--- config.mk ---
export PLATFORM = sky130hd
export DESIGN_NAME = clint_timer_flat
export DESIGN_NICKNAME = d
export VERILOG_FILES = /design/src/rtl/clint_timer_pkg.sv /design/src/rtl/clint_timer_if.sv /design/src/rtl/clint_timer_prescaler.sv /design/src/rtl/clint_timer.sv /design/src/flat_wrapper.sv
export SDC_FILE = /design/constraint.sdc
export NUM_CORES = 1
export LEC_CHECK = 0
export CAP_MARGIN = 20
export CORE_MARGIN = 4
export CORE_UTILIZATION = 55
export CTS_BUF_LIST = sky130_fd_sc_hd__clkbuf_4 sky130_fd_sc_hd__clkbuf_8
export DETAILED_ROUTE_END_ITERATION = 6
export PLACE_DENSITY_LB_ADDON = 0.08
export RECOVER_POWER = 100
export SETUP_SLACK_MARGIN = 0.4
export SLEW_MARGIN = 0
export SYNTH_ARGS = -nofsm -noshare
export SYNTH_HDL_FRONTEND = slang
export SYNTH_SLANG_ARGS = --single-unit
export TNS_END_PERCENT = 1
--- constraint.sdc ---
create_clock -name clk -period 4.4 [get_ports clk]
set_clock_uncertainty 0.1 [all_clocks]
set_input_delay 0.88 -clock clk [delete_from_list [all_inputs] [get_ports clk]]
set_output_delay 0.88 -clock clk [all_outputs]
set_load 0.05 [all_outputs]
--- src/rtl/clint_timer_pkg.sv ---
// Shared CLINT definitions: register offsets, reset constants, address decode
// and byte-lane merge helpers.
package clint_timer_pkg;

   localparam logic [15:0] CLINT_MSIP_OFF        = 16'h0000;
   localparam logic [15:0] CLINT_MTIMECMP_LO_OFF = 16'h4000;
   localparam logic [15:0] CLINT_MTIMECMP_HI_OFF = 16'h4004;
   localparam logic [15:0] CLINT_MTIME_LO_OFF    = 16'hBFF8;
   localparam logic [15:0] CLINT_MTIME_HI_OFF    = 16'hBFFC;

   localparam logic [63:0] CLINT_MTIMECMP_RST = '1;

   typedef enum logic [2:0] {
      SEL_NONE,
      SEL_MSIP,
      SEL_CMP_LO,
      SEL_CMP_HI,
      SEL_MTIME_LO,
      SEL_MTIME_HI
   } clint_sel_e;

   // Byte offset bits [1:0] are masked off, so every alias of a word decodes the same.
   function automatic clint_sel_e clint_decode(input logic [15:0] addr);
      clint_sel_e sel;
      case (addr & 16'hFFFC)
         CLINT_MSIP_OFF:        sel = SEL_MSIP;
         CLINT_MTIMECMP_LO_OFF: sel = SEL_CMP_LO;
         CLINT_MTIMECMP_HI_OFF: sel = SEL_CMP_HI;
         CLINT_MTIME_LO_OFF:    sel = SEL_MTIME_LO;
         CLINT_MTIME_HI_OFF:    sel = SEL_MTIME_HI;
         default:               sel = SEL_NONE;
      endcase
      return sel;
   endfunction

   function automatic logic [31:0] clint_merge(input logic [31:0] old_val,
                                               input logic [31:0] wdata,
                                               input logic [3:0]  wstrb);
      logic [31:0] merged;
      merged = old_val;
      for (int unsigned i = 0; i < 4; i++) begin
         if (wstrb[i]) merged[i*8 +: 8] = wdata[i*8 +: 8];
      end
      return merged;
   endfunction

endpackage

--- src/rtl/clint_timer_if.sv ---
// Request/acknowledge slave bus into the CLINT register window.
interface clint_timer_if;

   logic        clint_req;
   logic        clint_we;
   logic [15:0] clint_addr;
   logic [31:0] clint_wdata;
   logic [3:0]  clint_wstrb;
   logic [31:0] clint_rdata;
   logic        clint_ack;

   modport master (
      output clint_req, clint_we, clint_addr, clint_wdata, clint_wstrb,
      input  clint_rdata, clint_ack
   );

   modport slave (
      input  clint_req, clint_we, clint_addr, clint_wdata, clint_wstrb,
      output clint_rdata, clint_ack
   );

endinterface

--- src/rtl/clint_timer_prescaler.sv ---
// mtime prescaler: counts 0..TICK_DIV-1 and flags the wrap cycle as a tick.
module clint_prescaler #(
   parameter int unsigned TICK_DIV = 1
) (
   input  logic clk,
   input  logic rst,
   output logic o_tick
);

   logic [15:0] r_tick_cnt;
   logic        w_wrap;

   assign w_wrap = (r_tick_cnt == 16'(TICK_DIV - 1));
   assign o_tick = w_wrap;

   always_ff @(posedge clk) begin
      if (rst) begin
         r_tick_cnt <= '0;
      end else if (w_wrap) begin
         r_tick_cnt <= '0;
      end else begin
         r_tick_cnt <= r_tick_cnt + 16'd1;
      end
   end

endmodule

--- src/rtl/clint_timer.sv ---
// Core-local interruptor: 64-bit mtime/mtimecmp, msip bit, registered mtip,
// all behind a single-cycle request/ack slave port.
module clint_timer
   import clint_timer_pkg::*;
#(
   parameter int unsigned TICK_DIV = 1
) (
   input  logic          clk,
   input  logic          rst,
   clint_timer_if.slave  bus,
   output logic          msip,
   output logic          mtip
);

   logic [63:0] r_mtime;
   logic [63:0] r_mtimecmp;
   logic        r_msip;
   logic        r_mtip;
   logic        r_ack;
   logic [31:0] r_rdata;

   logic        w_tick;
   logic        w_wr;
   clint_sel_e  w_sel;
   logic [31:0] w_rd_val;
   logic [31:0] w_merged;
   logic [63:0] w_mtime_next;
   logic [63:0] w_mtimecmp_next;
   logic        w_msip_next;

   clint_prescaler #(.TICK_DIV(TICK_DIV)) u_prescaler (
      .clk    (clk),
      .rst    (rst),
      .o_tick (w_tick)
   );

   assign w_sel = clint_decode(bus.clint_addr);
   assign w_wr  = bus.clint_req & bus.clint_we;

   always_comb begin
      w_rd_val = '0;
      case (w_sel)
         SEL_MSIP:     w_rd_val = {31'd0, r_msip};
         SEL_CMP_LO:   w_rd_val = r_mtimecmp[31:0];
         SEL_CMP_HI:   w_rd_val = r_mtimecmp[63:32];
         SEL_MTIME_LO: w_rd_val = r_mtime[31:0];
         SEL_MTIME_HI: w_rd_val = r_mtime[63:32];
         default:      w_rd_val = '0;
      endcase
   end

   // Merging against the read mux gives the read-modify-write value for whichever word is hit.
   assign w_merged = clint_merge(w_rd_val, bus.clint_wdata, bus.clint_wstrb);

   always_comb begin
      w_mtime_next    = w_tick ? (r_mtime + 64'd1) : r_mtime;
      w_mtimecmp_next = r_mtimecmp;
      w_msip_next     = r_msip;
      if (w_wr) begin
         case (w_sel)
            SEL_MSIP:     w_msip_next = w_merged[0];
            SEL_CMP_LO:   w_mtimecmp_next = {r_mtimecmp[63:32], w_merged};
            SEL_CMP_HI:   w_mtimecmp_next = {w_merged, r_mtimecmp[31:0]};
            // An mtime write discards that cycle's increment in both halves.
            SEL_MTIME_LO: w_mtime_next = {r_mtime[63:32], w_merged};
            SEL_MTIME_HI: w_mtime_next = {w_merged, r_mtime[31:0]};
            default:      ;
         endcase
      end
   end

   always_ff @(posedge clk) begin
      if (rst) begin
         r_mtime    <= '0;
         r_mtimecmp <= CLINT_MTIMECMP_RST;
         r_msip     <= 1'b0;
         r_mtip     <= 1'b0;
         r_ack      <= 1'b0;
         r_rdata    <= '0;
      end else begin
         r_mtime    <= w_mtime_next;
         r_mtimecmp <= w_mtimecmp_next;
         r_msip     <= w_msip_next;
         r_mtip     <= (w_mtime_next >= w_mtimecmp_next);
         r_ack      <= bus.clint_req;
         r_rdata    <= (bus.clint_req && !bus.clint_we) ? w_rd_val : '0;
      end
   end

   assign bus.clint_ack   = r_ack;
   assign bus.clint_rdata = r_rdata;
   assign msip            = r_msip;
   assign mtip            = r_mtip;

endmodule

--- src/flat_wrapper.sv ---
// flat-port wrapper written by rule: the top's interface ports become plain ports
module clint_timer_flat import clint_timer_pkg::*;
#(
   parameter int unsigned TICK_DIV = 1
)
  (clk, rst, msip, mtip, bus_clint_req, bus_clint_we, bus_clint_addr, bus_clint_wdata, bus_clint_wstrb, bus_clint_rdata, bus_clint_ack);
  clint_timer_if bus_i ();
  input  logic clk;
  input  logic rst;
  output logic msip;
  output logic mtip;
  input wire logic [$bits(bus_i.clint_req)-1:0] bus_clint_req;
  input wire logic [$bits(bus_i.clint_we)-1:0] bus_clint_we;
  input wire logic [$bits(bus_i.clint_addr)-1:0] bus_clint_addr;
  input wire logic [$bits(bus_i.clint_wdata)-1:0] bus_clint_wdata;
  input wire logic [$bits(bus_i.clint_wstrb)-1:0] bus_clint_wstrb;
  output wire logic [$bits(bus_i.clint_rdata)-1:0] bus_clint_rdata;
  output wire logic [$bits(bus_i.clint_ack)-1:0] bus_clint_ack;
  assign bus_i.clint_req = bus_clint_req;
  assign bus_i.clint_we = bus_clint_we;
  assign bus_i.clint_addr = bus_clint_addr;
  assign bus_i.clint_wdata = bus_clint_wdata;
  assign bus_i.clint_wstrb = bus_clint_wstrb;
  assign bus_clint_rdata = bus_i.clint_rdata;
  assign bus_clint_ack = bus_i.clint_ack;
  clint_timer #(.TICK_DIV(TICK_DIV)) u_core (.clk(clk), .rst(rst), .bus(bus_i), .msip(msip), .mtip(mtip));
endmodule
Yosys cells after proc, flatten, opt, wreduce, memory -nomap -nowiden
Cells that the tools add are included.
{ "totals": {"ff_bits": 179, "inputBits": 56, "out_inout_bits": 35, "wordCells": 39} }
{ "classes": {"n_addsub": 2, "order_cmp": 1, "n_eq_ne": 9, "mux": 11, "n_bitwise": 2, "n_reduce_logical": 7} }
{ "op_table": {"columns": ["operator", "count"], "rows": [
  ["one-hot mux 64 bit (2 select lines)", 2],
  ["2-to-1 mux 64 bit", 3],
  ["one-hot mux 32 bit (5 select lines)", 1],
  ["adder 64 x 1 -> 64 bit, second input constant", 1],
  [">= comparator 64 bit", 1],
  ["zero test 16 bit", 2],
  ["2-to-1 mux 8 bit", 4],
  ["equality test 14 x 13 -> 1 bit, second input constant", 2],
  ["equality test 14 bit, second input constant", 2],
  ["adder 16 x 1 -> 16 bit, second input constant", 1],
  ["one-hot mux 3 bit (5 select lines)", 1],
  ["equality test 3 x 2 -> 1 bit, second input constant", 2],
  ["equality test 3 bit, second input constant", 2],
  ["OR reduction 2 bit", 2],
  ["equality test 3 x 1 -> 1 bit, second input constant", 1],
  ["AND reduction 2 bit", 1],
  ["AND 1 bit", 1],
  ["logical AND 1 bit", 1],
  ["zero test 1 bit", 1],
  ["NOT 1 bit", 1]
]} }

Logic depth before layout (Yosys ltp)
{ "depth": {"depth_word": 8, "depth_mapped": 17, "ltp_nobuf": 15} }

By module
Synthesis repeated with hierarchy kept, for this count alone.
{ "hier_totals": {"hier_cells": 1368, "hier_area_um2": 11443.5} }
{ "by_module_without_submodules": {"columns": ["mod", "n_inst", "cells_each", "area_each_um2", "seq_area_each_um2"], "rows": [
  ["clint_timer", 1, 1282, 10686.5, 3263.1],
  ["clint_prescaler", 1, 86, 757.0, 320.3]
]} }

Worst setup path before layout
OpenSTA, ideal clock, no wires.
{ "synth_path": {"kind": "input-to-reg", "start": "in bus_clint_addr[7]", "end": "reg u_core.r_mtip, in the netlist u_core.mtip", "setup_time_ps": 86, "arrival_time_ps": 3959, "t_required_ps": 4214, "slack_ps": 256, "path_stages": 15, "path_buffers": 2, "cell_sequence": "nand4_1 > or4_1 > nor2_1 > clkbuf_1 > clkbuf_1 > a31oi_1 > o21ai_0 > nand3_1 > ha_1 > nand4_1 > nor4_1 > nand4_1 > a31oi_1 > nor3_1 > a211oi_1"} }
{ "synth_between": {"elab_chain_cells": 8, "elab_cells_between_ends": 21, "cone_classes": "order compare: 1; eq/ne: 9; mux: 10; reduce/logical: 1"} }
{ "synth_lines": {"columns": ["element", "line", "rtl"], "rows": [
  ["from (decl)", "flat_wrapper.sv:14", "input wire logic [$bits(bus_i.clint_addr)-1:0] bus_clint_addr;"],
  ["equality test 14 bit, or another cell as far along", "clint_timer_pkg.sv:25", "case (addr & 16'hFFFC)"],
  ["one-hot mux 3 bit (5 select lines) (*)", "clint_timer_pkg.sv:25", null],
  ["equality test 3 bit, or another cell as far along", "clint_timer.sv:42, clint_timer.sv:60", null],
  ["one-hot mux 32 bit (5 select lines)", "clint_timer.sv:42", "case (w_sel)"],
  ["2-to-1 mux 8 bit", "clint_timer_pkg.sv:42", "if (wstrb[i]) merged[i*8 +: 8] = wdata[i*8 +: 8];"],
  ["one-hot mux 64 bit (2 select lines) (*)", "clint_timer.sv:60", "case (w_sel)"],
  ["2-to-1 mux 64 bit (*)", "clint_timer.sv:59", "if (w_wr) begin"],
  ["named net u_core.w_mtime_next[46]", "clint_timer.sv:27", "logic [63:0] w_mtime_next;"],
  [">= comparator 64 bit (*)", "clint_timer.sv:84", "r_mtip <= (w_mtime_next >= w_mtimecmp_next);"],
  ["to (signal assigned)", "clint_timer.sv:84", null],
  ["to (decl)", "clint_timer.sv:18", "logic r_mtip;"]
]} }
The timed path passes the listed nets; every way through them passes the cells marked *.
A chain may end at the register's enable or synchronous reset.

Worst setup path after layout
Ends and elaborated chain as after synthesis.

==> results.json <==
{
  "drcViolationCount": 2,
  "period_share_pct": 92.9,
  "hp-class": "register to register",
  "cts_tree": "yes",
  "power_mw": 3.01,
  "async_reset_ff_share_pct": 0,
  "ys_seq_area_share_pct": 31.6,
  "place_congestion": 1.03,
  "synth_area_um2": 11400,
  "cp.required_ns": 4.70,
  "r2r_slack_ns": 0.33,
  "maxCapViolCount": 1,
  "powerDensity_nw_per_um2": 196,
  "vias": 12200,
  "endpoint": "u_core.mtip$_SDFF_PP0_",
  "report.final.slew_viol_count": 65,
  "synth_top_area_share_pct": 31.6,
  "diodes": 0,
  "h-tree-depth": 4,
  "p_leak_nw": 7.00,
  "startpoint_type": "input port",
  "drive_gt1_share_pct": 26.3,
  "cts-root-buf": "clkbuf_8",
  "vdd_drop_max_v": 0.000184,
  "clkSinkCount": 179,
  "cts_made_buffers": 17,
  "syn_nets": 1460,
  "grt_remaining_overflow": 0,
  "setup_viol": 0,
  "r2r_end": "u_core.mtip$_SDFF_PP0_",
  "crit_path_end_kind": "register",
  "dp_hpwl_um": 27700,
  "violations": "design-rule violations, max-capacitance violations, max-slew violations",
  "ys_seq_elements": 179,
  "hold_viol_final": 0,
  "drt_pass1_iterations": 7,
  "critical_path_class": "input port to register",
  "drt_wl_total_um": 39300,
  "synth_area_per_cell_um2": 8.49,
  "coreArea_um2": 20300,
  "stdcell_count": 1922,
  "rsz0062_at_grt": "yes",
  "vias_per_cell": 6.33,
  "grt_pass1_wl_um": 60800,
  "dieHeight_um": 152,
  "ys.flop_type": "dfxtp_1",
  "synthToLayoutAreaGrowth_pct": 35.7,
  "synth_cell_types": 70,
  "fillerInstances": 1546,
  "reg2regPathDepth": 17,
  "synth_largest_area_cell": "dfxtp_1",
  "grt_use_total_pct": 33.5,
  "clk_pin_slew_ns": 0.11,
  "status": "finished with violations",
  "grt_pass1_vias": 11500,
  "start_util_pct": 55.9,
  "place_ws_ns": -0.488,
  "fin_util_pct": 75.9,
  "synthTopCellsByArea": "dfxtp_1 (32%), mux2i_1 (11%), ha_1 (7.4%)",
  "clock.fmax_mhz": 245,
  "worst_pin_slew_ns": 2.90,
  "synth_cells": 1337,
  "drt-initial-drc-count": 1473,
  "yosys_warnings": 0,
  "cp_max_fo": 11,
  "crit_arrival_ns": 4.39,
  "r2r-start": "u_core.u_prescaler.r_tick_cnt[1]$_SDFF_PP0_",
  "insertion_delay_ns": 0.49,
  "cp-startpoint": "bus_clint_addr[7]",
  "drtAntennaViolNets": 0,
  "dieArea_um2": 23000,
  "final_nets": 1762,
  "tns_ns": 0,
  "io_pins": 91,
  "synth_edf_count": 0,
  "finalWorstSetupSlack_ns": 0.310,
  "portBuffers": 88,
  "relSlewSlack_pct": -93.0,
  "avgRoutedWirePerCell_um": 20.5,
  "die_width_um": 152,
  "cts_buffer_depth": 2,
  "min_period_ns": 4.09,
  "dp.cells": 1849,
  "rows": 52,
  "grt_start_max_net_pins": 72,
  "hold_buffers": 0,
  "antenna_found_initial": 0
}
==> Yosys cell counts (18+ instances only) <==
cell and number:
dfxtp_1 179, nand2_1 124, mux2i_1 120, a21oi_1 71, nand3_1 68, ha_1 67, nor2_1 63, nand2b_1 62
clkbuf_1 52, a31oi_1 47, o21ai_0 45, nand4_1 44, mux2_2 39, nor2b_1 36, o22ai_1 33, nor3_1 26
and3_1 22, nor4_1 18, or3_1 18
==> kinds of logic (layout without fill, tap and decap cells) <==
group,after synthesis,count (layout),synth area share [%]
xor+xnor,11,11,0.849
buf+inv,92,407,3.26
flops,179,179,31.6
fa+ha+maj,67,67,7.38
simple gates,556,556,27.4
compound gates,273,273,15.1
mux,159,159,14.4
==> placed cells by master (no fill, tap or decap), drive strengths merged, types with 9 or more instances in the layout <==
cell and instances:
mux2 39, nand2b 62, buf 258, and2 16
a211oi 9, nor2b 36, nor4 23, a21oi 71
o22ai 33, and3 22, a21o 9, and4 12
inv 22, nand3 68, or3 18, clkbuf 45
ha 67, o211ai 14, o21ai 46, nor3 31
a31oi 47, nand2 124, mux2i 120, or2 11
nand4 49, dfxtp 179, nor2 63, clkdlybuf4s50 38
dlygate4sd3 35
==> final cells by class <==
class,count,area [um2],share of cell area (%)
repair buffers,360,3180,20.6
clock buffers,18,248,1.61
inverters,15,56.3,0.365
flip-flops and latches,179,3610,23.4
well taps,270,338,2.19
clock inverters,14,138,0.893
multi-input cells,1066,7840,50.9
==> worst min path at each step <==
stage                                                startpoint                                           to  cells past startpoint  slack, ns
global route                    u_core.r_mtimecmp[3]$_SDFF_PP1_              u_core.r_mtimecmp[3]$_SDFF_PP1_                      1       0.44
detailed placement             u_core.r_mtimecmp[25]$_SDFF_PP1_             u_core.r_mtimecmp[25]$_SDFF_PP1_                      1       0.38
floorplan           u_core.u_prescaler.r_tick_cnt[0]$_SDFF_PP0_  u_core.u_prescaler.r_tick_cnt[0]$_SDFF_PP0_                      1       0.34
global placement    u_core.u_prescaler.r_tick_cnt[0]$_SDFF_PP0_  u_core.u_prescaler.r_tick_cnt[0]$_SDFF_PP0_                      1       0.36
CTS                 u_core.u_prescaler.r_tick_cnt[0]$_SDFF_PP0_  u_core.u_prescaler.r_tick_cnt[0]$_SDFF_PP0_                      1       0.36
finish                         u_core.r_mtimecmp[57]$_SDFF_PP1_             u_core.r_mtimecmp[57]$_SDFF_PP1_                      1       0.41
==> what timing repair did <==
action                                  in CTS  in global routing
setup buffers                               21                 16
gates resized for setup                     90                109
endpoints found under the setup margin       1                  1
pin swaps                                   29                 34
cloned                                       3                  1
==> metal layers <==
layer	vias up	track usage, %	share of wire (%)
li1	5635	-	-
met1	5765	45.9	43
met2	663	53.8	45
met3	106	5.62	9.3
met4	0	11.1	2.8
met5	-	0	0
==> stage by stage <==
stage | instance area [um2] | hold WS [ns]
2_1_floorplan | 11400 | 0.338
3_3_place_gp | 14100 | 0.357
3_5_place_dp | 14100 | 0.381
4_1_cts | 15100 | 0.362
5_1_grt | 15400 | 0.439
6_report | 15400 | 0.411
==> power by group <==
group	total (mW)	internal (mW)	switching [mW]
logic	0.230	0.117	0.113
registers	1.62	1.62	0.00427
clock network	1.16	0.436	0.722
==> critical path: stages <==
cell	delay [ns]
clkbuf_1	0.09
nand4_1	0.12
or4_1	0.57
buf_8	0.18
buf_4	0.14
nor3_4	0.24
buf_12	0.18
a31oi_1	0.05
a21oi_1	0.24
nand2_1	0.12
ha_1	0.30
nand4_1	0.14
buf_4	0.17
nor2_2	0.11
buf_4	0.15
nand4_1	0.14
a31oi_2	0.25
nor3_4	0.09
a211oi_2	0.21
==> flip-flops by register name (all words and copies together), names as in the netlist <==
signal                         cells
u_core.bus.clint_ack               1
u_core.r_mtimecmp                 64
u_core.r_mtime                    64
u_core.u_prescaler.r_tick_cnt     16
u_core.msip                        1
u_core.mtip                        1
u_core.bus.clint_rdata            32
Power figures use the tool's default switching activity.
